==> config.mk <==
export PLATFORM = sky130hd
export DESIGN_NAME = param_writer_flat
export DESIGN_NICKNAME = d
export VERILOG_FILES = /design/src/rtl/param_writer_pkg.sv /design/src/rtl/param_writer_if.sv /design/src/rtl/param_slot.sv /design/src/rtl/param_writer.sv /design/src/flat_wrapper.sv
export SDC_FILE = /design/constraint.sdc
export NUM_CORES = 1
export LEC_CHECK = 0
export ABC_CLOCK_PERIOD_IN_PS = 17500
export BUFFER_PORTS_ARGS = -buffer_cell sky130_fd_sc_hd__buf_2
export CAP_MARGIN = 40
export CORE_AREA = 5 5 246 248
export CTS_BUF_LIST = sky130_fd_sc_hd__clkbuf_4
export CTS_CLUSTER_SIZE = 12
export DETAILED_ROUTE_END_ITERATION = 8
export DIE_AREA = 0 0 251 253
export MAX_ROUTING_LAYER = met4
export SYNTH_ARGS = -nofsm -noshare
export SYNTH_HDL_FRONTEND = slang
export SYNTH_SLANG_ARGS = --single-unit
==> constraint.sdc <==
create_clock -name clk -period 17.5 [get_ports clk]
set_input_delay 1.75 -clock clk [delete_from_list [all_inputs] [get_ports clk]]
set_output_delay 1.75 -clock clk [all_outputs]
set_load 0.05 [all_outputs]
==> src/rtl/param_writer_pkg.sv <==
// rtl/param_writer_pkg.sv - shared types, widths and clamp helper for param_writer
//
// Purpose : Values are two's-complement Q7.24 (32 bits total, 24 fraction
//           bits). Holds the data width, the FSM state encoding and the
//           saturation helper used by each parameter slot.
// Ports   : none (package).
package param_writer_pkg;

   localparam int N_BITS = 32;

   typedef enum logic [1:0] {
      IDLE  = 2'd0,
      ACCUM = 2'd1,
      DRAIN = 2'd2,
      DONE  = 2'd3
   } state_t;

   // Signed saturation to [-lim, +lim]. When en is low the value passes
   // through untouched, so the same call site serves both build flavours.
   function automatic logic [N_BITS-1:0] sat_clamp(
      input logic [N_BITS-1:0] d,
      input logic [N_BITS-1:0] lim,
      input logic              en
   );
      logic signed [N_BITS-1:0] s_d;
      logic signed [N_BITS-1:0] s_pos;
      logic signed [N_BITS-1:0] s_neg;
      s_d   = signed'(d);
      s_pos = signed'(lim);
      s_neg = -s_pos;
      if (en && (s_d > s_pos)) begin
         return lim;
      end
      if (en && (s_d < s_neg)) begin
         return s_neg;
      end
      return d;
   endfunction

endpackage

==> src/rtl/param_writer_if.sv <==
// rtl/param_writer_if.sv - sample handshake, backprop enables and parameter buses
//
// Purpose : Groups every non-clock signal of param_writer.
// Signals : sample_valid/sample_ready - one handshake per training sample
//           we      [WT+ND]  - write enables towards backprop
//           dtb              - 0 accumulate, 1 drain to bus
//           bus     [2*N]    - shared bus, low N bits carry the updated value
//           wall    [N*WT]   - weights, slot k at [k*N +: N]
//           ball    [N*ND]   - biases,  slot k at [k*N +: N]
//           acc_clr          - one-cycle accumulator clear after a drain
//           busy             - high while draining or finishing
//           epoch   [16]     - completed update count
// Modports: slave (param_writer side), master (upstream / bench side).
interface param_writer_if #(
   parameter int WT = 12,
   parameter int ND = 5
);
   import param_writer_pkg::*;

   logic                   sample_valid;
   logic                   sample_ready;
   logic [WT+ND-1:0]       we;
   logic                   dtb;
   logic [2*N_BITS-1:0]    bus;
   logic [N_BITS*WT-1:0]   wall;
   logic [N_BITS*ND-1:0]   ball;
   logic                   acc_clr;
   logic                   busy;
   logic [15:0]            epoch;

   modport slave (
      input  sample_valid, bus,
      output sample_ready, we, dtb, wall, ball, acc_clr, busy, epoch
   );

   modport master (
      output sample_valid, bus,
      input  sample_ready, we, dtb, wall, ball, acc_clr, busy, epoch
   );

endinterface

==> src/rtl/param_slot.sv <==
// rtl/param_slot.sv - one N-bit parameter register with load enable and optional clamp
//
// Purpose : Stores a single weight or bias. Loads i_d on i_load; returns to
//           RESET_VAL on asynchronous reset. With PARAM_WRITER_CLAMP_EN
//           defined the loaded value is saturated to [-CLAMP, +CLAMP].
// Ports   : clk, rst (async, active high), i_load, i_d[N], o_q[N].
module param_slot
   import param_writer_pkg::*;
#(
   parameter logic [N_BITS-1:0] RESET_VAL = '0,
   parameter logic [N_BITS-1:0] CLAMP     = 32'h7F000000
) (
   input  logic              clk,
   input  logic              rst,
   input  logic              i_load,
   input  logic [N_BITS-1:0] i_d,
   output logic [N_BITS-1:0] o_q
);

`ifdef PARAM_WRITER_CLAMP_EN
   localparam logic CLAMP_ON = 1'b1;
`else
   localparam logic CLAMP_ON = 1'b0;
`endif

   logic [N_BITS-1:0] r_q;
   logic [N_BITS-1:0] w_d;

   assign w_d = sat_clamp(i_d, CLAMP, CLAMP_ON);

   always_ff @(posedge clk or posedge rst) begin
      if (rst) begin
         r_q <= RESET_VAL;
      end else if (i_load) begin
         r_q <= w_d;
      end
   end

   assign o_q = r_q;

endmodule

==> src/rtl/param_writer.sv <==
// rtl/param_writer.sv - batch sequencer and weight/bias store behind backprop
//
// Purpose : Accepts BATCH samples (all-ones write enable per sample so
//           backprop accumulates), then drains WT+ND updated values off the
//           shared bus with a one-hot select, pulses acc_clr and bumps epoch.
//           Optional saturation of stored values: PARAM_WRITER_CLAMP_EN.
// Ports   : clk, rst (async, active high), pw (param_writer_if.slave).
module param_writer
   import param_writer_pkg::*;
#(
   parameter int                WT     = 12,
   parameter int                ND     = 5,
   parameter int                BATCH  = 4,
   parameter logic [N_BITS-1:0] INIT_W = 32'h00800000,
   parameter logic [N_BITS-1:0] INIT_B = 32'hFF000000,
   parameter logic [N_BITS-1:0] CLAMP  = 32'h7F000000
) (
   input logic           clk,
   input logic           rst,
   param_writer_if.slave pw
);

   localparam int NS    = WT + ND;
   localparam int IDX_W = (NS > 1) ? $clog2(NS) : 1;
   localparam int CNT_W = $clog2(BATCH + 1);

   state_t              r_state;
   state_t              w_next_state;
   logic [CNT_W-1:0]    r_cnt;
   logic [IDX_W-1:0]    r_idx;
   logic [15:0]         r_epoch;

   logic                w_accept;
   logic                w_last_sample;
   logic                w_last_slot;
   logic                w_ready;
   logic                w_dtb;
   logic                w_acc_clr;
   logic [NS-1:0]       w_we;
   logic [NS-1:0]       w_load;
   logic [N_BITS-1:0]   w_bus_lo;
   logic                w_unused_bus_hi;
   logic [N_BITS-1:0]   w_slot_q [NS];
   logic [N_BITS*WT-1:0] w_wall;
   logic [N_BITS*ND-1:0] w_ball;

   assign w_bus_lo        = pw.bus[N_BITS-1:0];
   assign w_unused_bus_hi = ^pw.bus[2*N_BITS-1:N_BITS];

   assign w_last_sample = (r_cnt == CNT_W'(BATCH - 1));
   assign w_last_slot   = (r_idx == IDX_W'(NS - 1));

   always_comb begin
      w_next_state = r_state;
      w_ready      = 1'b0;
      w_dtb        = 1'b0;
      w_acc_clr    = 1'b0;
      w_accept     = 1'b0;
      w_we         = '0;
      w_load       = '0;
      case (r_state)
         IDLE, ACCUM: begin
            w_ready = 1'b1;
            if (pw.sample_valid) begin
               w_accept     = 1'b1;
               w_we         = '1;
               w_next_state = w_last_sample ? DRAIN : ACCUM;
            end
         end
         DRAIN: begin
            // The select and the load strobe are the same one-hot vector:
            // the slot backprop is driving onto the bus is the one captured.
            w_dtb  = 1'b1;
            w_we   = NS'(1) << r_idx;
            w_load = NS'(1) << r_idx;
            if (w_last_slot) begin
               w_next_state = DONE;
            end
         end
         DONE: begin
            w_acc_clr    = 1'b1;
            w_next_state = IDLE;
         end
         default: begin
            w_next_state = IDLE;
         end
      endcase
   end

   always_ff @(posedge clk or posedge rst) begin
      if (rst) begin
         r_state <= IDLE;
         r_cnt   <= '0;
         r_idx   <= '0;
         r_epoch <= '0;
      end else begin
         r_state <= w_next_state;
         if (w_accept) begin
            r_cnt <= w_last_sample ? '0 : r_cnt + CNT_W'(1);
         end
         if (r_state == DRAIN) begin
            r_idx <= w_last_slot ? '0 : r_idx + IDX_W'(1);
         end
         if (r_state == DONE) begin
            r_epoch <= r_epoch + 16'd1;
         end
      end
   end

   // Slots 0..WT-1 are weights, WT..NS-1 are biases.
   for (genvar k = 0; k < NS; k++) begin : g_slot
      param_slot #(
         .RESET_VAL ((k < WT) ? INIT_W : INIT_B),
         .CLAMP     (CLAMP)
      ) u_slot (
         .clk    (clk),
         .rst    (rst),
         .i_load (w_load[k]),
         .i_d    (w_bus_lo),
         .o_q    (w_slot_q[k])
      );
      if (k < WT) begin : g_w
         assign w_wall[k*N_BITS +: N_BITS] = w_slot_q[k];
      end else begin : g_b
         assign w_ball[(k-WT)*N_BITS +: N_BITS] = w_slot_q[k];
      end
   end

   assign pw.sample_ready = w_ready;
   assign pw.we           = w_we;
   assign pw.dtb          = w_dtb;
   assign pw.acc_clr      = w_acc_clr;
   assign pw.busy         = (r_state == DRAIN) || (r_state == DONE);
   assign pw.epoch        = r_epoch;
   assign pw.wall         = w_wall;
   assign pw.ball         = w_ball;

endmodule

==> src/flat_wrapper.sv <==
// flat-port wrapper written by rule: the top's interface ports become plain ports
module param_writer_flat import param_writer_pkg::*;
#(
   parameter int                WT     = 12,
   parameter int                ND     = 5,
   parameter int                BATCH  = 4,
   parameter logic [N_BITS-1:0] INIT_W = 32'h00800000,
   parameter logic [N_BITS-1:0] INIT_B = 32'hFF000000,
   parameter logic [N_BITS-1:0] CLAMP  = 32'h7F000000
)
  (clk, rst, pw_sample_valid, pw_bus, pw_sample_ready, pw_we, pw_dtb, pw_wall, pw_ball, pw_acc_clr, pw_busy, pw_epoch);
  param_writer_if #(.WT(WT), .ND(ND)) pw_i ();
  input logic clk;
  input logic rst;
  input wire logic [$bits(pw_i.sample_valid)-1:0] pw_sample_valid;
  input wire logic [$bits(pw_i.bus)-1:0] pw_bus;
  output wire logic [$bits(pw_i.sample_ready)-1:0] pw_sample_ready;
  output wire logic [$bits(pw_i.we)-1:0] pw_we;
  output wire logic [$bits(pw_i.dtb)-1:0] pw_dtb;
  output wire logic [$bits(pw_i.wall)-1:0] pw_wall;
  output wire logic [$bits(pw_i.ball)-1:0] pw_ball;
  output wire logic [$bits(pw_i.acc_clr)-1:0] pw_acc_clr;
  output wire logic [$bits(pw_i.busy)-1:0] pw_busy;
  output wire logic [$bits(pw_i.epoch)-1:0] pw_epoch;
  assign pw_i.sample_valid = pw_sample_valid;
  assign pw_i.bus = pw_bus;
  assign pw_sample_ready = pw_i.sample_ready;
  assign pw_we = pw_i.we;
  assign pw_dtb = pw_i.dtb;
  assign pw_wall = pw_i.wall;
  assign pw_ball = pw_i.ball;
  assign pw_acc_clr = pw_i.acc_clr;
  assign pw_busy = pw_i.busy;
  assign pw_epoch = pw_i.epoch;
  param_writer #(.WT(WT), .ND(ND), .BATCH(BATCH), .INIT_W(INIT_W), .INIT_B(INIT_B), .CLAMP(CLAMP)) u_core (.clk(clk), .rst(rst), .pw(pw_i));
endmodule
# --- Yosys cells after proc, flatten, opt, wreduce, memory -nomap -nowiden ---
# Cells that the tools add are included.
op_classes:
  n_div: 0
  order_cmp: 0
  shift: 1
  n_mux: 14
  n_bitwise: 0
  add_sub_neg: 3
  multipliers: 0
  eq_ne: 7
  n_reduce_logical: 4
ops:
  columns: ["cell", "count"]
  rows:
  - ["$mux 17", 2]
  - ["$pmux 17 s2", 1]
  - ["$shl 1x5->17 const A", 1]
  - ["$add 16x1->16 const B", 1]
  - ["$mux 2", 3]
  - ["$pmux 2 s3", 1]
  - ["$add 5x1->5 const B", 1]
  - ["$eq 5x5->1 const B", 1]
  - ["$mux 1", 5]
  - ["$mux 5", 1]
  - ["$eq 2x2->1 const B", 2]
  - ["$add 3x1->3 const B", 1]
  - ["$eq 3x2->1 const B", 1]
  - ["$mux 3", 1]
  - ["$eq 2x1->1 const B", 1]
  - ["$logic_not 2->1", 1]
  - ["$ne 2x1->1 const B", 1]
  - ["$ne 2x2->1 const B", 1]
  - ["$reduce_and 2->1", 1]
  - ["$reduce_or 2->1", 1]
  - ["$logic_or 1x1->1", 1]
word_totals:
  out_inout_bits: 581
  elab_cells: 50
  regBits: 570
  mem_bits_rw: 0
  input_bits: 67
  romBits: 0
  latchBits: 0
  memories: 0

# --- Longest topological paths before layout ---
depth:
  word_depth: 4
  depth_mapped: 7
  ltp_nobuf: 5

# --- Hierarchy ---
# From an unflattened synthesis, not the netlist that was laid out.
unflattened:
  hier_cells: 1333
  area_unflattened_um2: 24536.0
by_module_without_submodules:
  columns: ["module", "cells_each", "area_per_inst_um2", "seq_area_each_um2", "instances"]
  rows:
  - ["param_slot at u_core.g_slot[0].u_slot ...", 69, 1350.0, 802.0, 12]
  - ["param_slot at u_core.g_slot[12].u_slot ...", 69, 1358.8, 810.8, 5]
  - ["param_writer", 160, 1541.5, 650.6, 1]

# --- Least setup slack after synthesis ---
# Ideal clock, no wire load.
synth_path:
  path_type: "input port to output port"
  start: "in pw_sample_valid"
  end: "out pw_we[0]"
  slack_ps: 12989
  arrival_ps: 2761
  required_time_ps: 15750
  n_path_buf: 2
  path_stages: 4
  path_cell_list: "nand2_1 -> clkbuf_1 -> buf_1 -> nand2_1"
synth_via:
  elab_chain_len: 2
synth_rtl:
  columns: ["element", "line_no", "text"]
  rows:
  - ["from (decl)", "flat_wrapper.sv:15", "input wire logic [$bits(pw_i.sample_valid)-1:0] pw_sample_valid;"]
  - ["$mux 17", "param_writer.sv:64", "if (pw.sample_valid) begin"]
  - ["$pmux 17 s2", "param_writer.sv:61", "case (r_state)"]
  - ["to (decl)", "flat_wrapper.sv:18", "output wire logic [$bits(pw_i.we)-1:0] pw_we;"]
# Every way passes these cells.

# --- Worst setup path after layout ---
layout_path:
  start: "reg u_core.r_state[0]"
  end: "out pw_we[14]"
layout_via:
  elab_chain_len: 3
  elab_cells_between_ends: 5
  classes_between: "2 x eq/ne; 1 x mux; 2 x reduce/logical"
layout_rtl:
  columns: ["element", "line_no", "text"]
  rows:
  - ["from (decl)", "param_writer.sv:27", "state_t r_state;"]
  - ["from (signal assigned)", "param_writer.sv:97", "r_state <= w_next_state;"]
  - ["$eq 2x1->1 / $logic_not 2->1 (equally long branches)", "param_writer.sv:61", null]
  - ["$reduce_or 2->1", "param_writer.sv:61", null]
  - ["$pmux 17 s2 (*)", "param_writer.sv:61", null]
# Mark *: on every way between the ends. The rest lies on a longest branch, timed or not.

==> summary.txt <==
Timing
  – Final worst path period share: 28.8%
  – RSZ-0062 raised after global routing: no
  – Final Slew Violations: 0
  – Clock Skews: 0.0484 ns
  – Measured slew at the worst slew-check pin: 0.854 ns
  – Final Hold Viols: 0
  – Final setup fails: 0
  – Slew headroom: 42.9%
  – Setup TNS: 0 ns
  – Fmax: 198 MHz
  – Hold Slack: 0.474 ns
  – Tmin final: 5.04 ns

Hold path
  – Min-delay worst type: reg -> reg

Power and ir drop
  – Reg power frac: 42.5%
  – Pwr Density: 130 mW/mm2
  – Clock Power Share: 33.5%
  – Sw power: 1.29 mW
  – Cell Int Power: 2.30 mW
  – LEAKAGE: 14.1 nW
  – Peak supply drop: 0.123 mV
  – Sw Share: 35.9%
  – Comb power frac: 23.9%

Clock tree
  – Hold buffers post-CTS: 0
  – Clock slew at reported path FFs: 0.07 ns
  – Root buffer cell: clkbuf_4
  – Number of H-tree levels: 4
  – Worst-Skew Late Latency: 0.98 ns
  – CTS sink count: 570
  – CTS tree: built
  – Post-CTS setup buffers: 0
  – CTS resizes: 0
  – Clock buffer depth: 3
  – CTS Buf Count: 154

Placed design
  – Placer Congestion: 0.810
  – DP Wirelength: 47000 um
  – IO Port Bufs: 615
  – Dpl cells: 2660

Critical path
  – Crit. End Element: primary output
  – Critical Path AT: 3.29 ns
  – R2R setup slack: 15.11 ns
  – Type of the worst setup path: reg -> out
  – Crit path max fanout: 33
  – Worst Path Required: 15.75 ns
  – Worst setup SP type: flip-flop

Detailed routing
  – First drt pass iteration count: 4
  – DR iter-0 viols: 498
  – Antenna viol nets, final: 0
  – Total wire length: 68100 um
  – Remaining routing DRC violations: 0
  – DR vias: 14331
  – Mean routed wirelength per cell: 23.1 um
  – Routed vias/inst: 4.87

Die
  – Rows: 89
  – Placeable Area: 0.0582 mm2
  – Initial core utilization: 37.4%
  – DIE WIDTH: 251 um
  – Die height: 253 um
  – I/O pins: 648
  – Die area: 0.0635 mm2

Logic synthesis
  – Post-synth EDFFs: 0
  – Seq/Total Area, Yosys: 65.8%
  – Synthesized instance count: 1338
  – Ys flop type: dfrtp_1
  – Count of different cell masters after synthesis: 37
  – Syn Nets: 1413
  – Fraction of registers with async set/reset: 100%
  – Synthesized area per cell: 16.3 um2
  – Yosys warns: 0
  – Mapped Area: 0.0218 mm2
  – Yosys reg bits: 570

Global routing
  – Largest net degree at the start of global routing: 68
  – Global-route wire length before repair: 99500 um
  – Total track usage: 21.6%
  – Vias in the first global route: 15120
  – Gr ovfl total: 0
  – Initial antenna violation count: 3

Final layout
  – Most frequent cells in the layout: 615 x buf_2, 537 x mux2_2, 518 x dfrtp_1, 244 x clkbuf_4, 52 x dfstp_2
  – Util after Layout: 47.5%
  – Layout cells sized above 1: 69.8%
  – Fillcell total: 5283
  – Area Overhead vs Synth: 27.1%
  – Final non-filler cell total: 2943
  – Most common cell after layout, fill and taps aside: buf_2
  – Nets: 2118

Job
  – Max-Cap Viols: 0

Outcome
  – Outcome: finished clean
-- power groups by stage --
| stage | Combinational [mW] | Sequential [mW] | Clock [mW] |
|---|---|---|---|
| 2_1_floorplan | 0.206 | 1.97 | 0 |
| 3_3_place_gp | 0.856 | 1.54 | 0 |
| 3_5_place_dp | 0.865 | 1.55 | 0 |
| 4_1_cts | 0.867 | 1.52 | 1.25 |
| 5_1_grt | 0.898 | 1.54 | 1.32 |
| 6_report | 0.858 | 1.52 | 1.20 |
-- cell families after synthesis --
family                   synth area share [%]
AO/OA/AOI/OAI                           0.282
AND/OR/NAND/NOR                          2.07
adder cells (fa/ha/maj)                 0.460
buffers and inverters                    2.46
XOR/XNOR                                0.644
multiplexers                             28.2
flip-flops                               65.8
-- critical path, cell delays in order (launching register included) --
cell and delay (ns):
dfrtp_1 0.44, nand2b_4 0.22, inv_2 0.23, and2_1 0.24
and3_2 0.19, buf_4 0.48, nand2b_1 0.21, buf_2 0.30
-- metal layers --
metal	wire length [um]	up-vias	global-route usage [%]	share of wire (%)
li1	-	6203	-	-
met1	26100	7493	24.7	38
met2	34100	525	34.9	50
met3	5990	110	8.42	8.8
met4	1920	0	7.42	2.8
met5	0	-	-	0
-- final timing paths --
check | startpoint | endpoint | depth (start not counted)
max in group asynchronous | rst | u_core.g_slot[16].u_slot.o_q[24]$_DFFE_PP1P_ | 8
max reg2reg | u_core.r_idx[1]$_DFFE_PP0P_ | u_core.g_slot[12].u_slot.o_q[14]$_DFFE_PP0P_ | 6
max | u_core.r_state[0]$_DFFE_PP0P_ | pw_we[14] | 7
min reg2reg | u_core.pw.epoch[15]$_DFFE_PP0P_ | u_core.pw.epoch[15]$_DFFE_PP0P_ | 1
min in group asynchronous | rst | u_core.pw.epoch[6]$_DFFE_PP0P_ | 2
min | u_core.pw.epoch[15]$_DFFE_PP0P_ | u_core.pw.epoch[15]$_DFFE_PP0P_ | 1
-- sequential cells by signal, summed over array words and instances (netlist names) --
register                  cells
u_core.g_slot.u_slot.o_q    544
u_core.pw.epoch              16
u_core.r_idx                  5
u_core.r_state                2
u_core.r_cnt                  3
-- stage by stage --
| stage | setup WS (ns) | power (mW) | area, um2 |
|---|---|---|---|
| after CTS | 12.31 | 3.64 | 27700 |
| after global placement | 11.53 | 2.39 | 25500 |
| after floorplan | 8.03 | 2.17 | 21800 |
| after global routing | 12.23 | 3.76 | 27700 |
| after detailed placement | 12.37 | 2.41 | 25600 |
| final | 12.46 | 3.58 | 27700 |
-- cell usage after synthesis (2+ instances only) --
library cell  count  area, um2
ha_1              8        100
clkbuf_1         35        131
nor2b_1           4       25.0
and4_1            2       17.5
nand3_2           2       20.0
nand2_1          29        109
inv_1             8       30.0
buf_6             9        101
nand4_1           7       43.8
mux2_1            8       90.1
nor2_1            8       30.0
nand2b_1          6       37.5
xor2_1            5       43.8
mux2_2          537       6050
nand3_1           9       45.0
buf_2            47        235
o21ai_0           7       35.0
dfrtp_1         518      13000
xnor2_1          11       96.3
and3_1            7       43.8
buf_4             4       30.0
dfstp_2          52       1370
-- area by class of cell --
| type | instances | area (um2) | area share (%) |
|---|---|---|---|
| Antenna cell | 6 | 15.0 | 0.0543 |
| Sequential cell | 570 | 14300 | 51.8 |
| Multi-Input combinational cell | 663 | 6930 | 25.0 |
| Clock buffer | 244 | 1830 | 6.62 |
| Clock inverter | 33 | 175 | 0.633 |
| Timing Repair Buffer | 645 | 3390 | 12.2 |
| Tap cell | 773 | 967 | 3.50 |
| Inverter | 9 | 37.5 | 0.136 |
No activity file was read; power rests on OpenSTA's default activity.
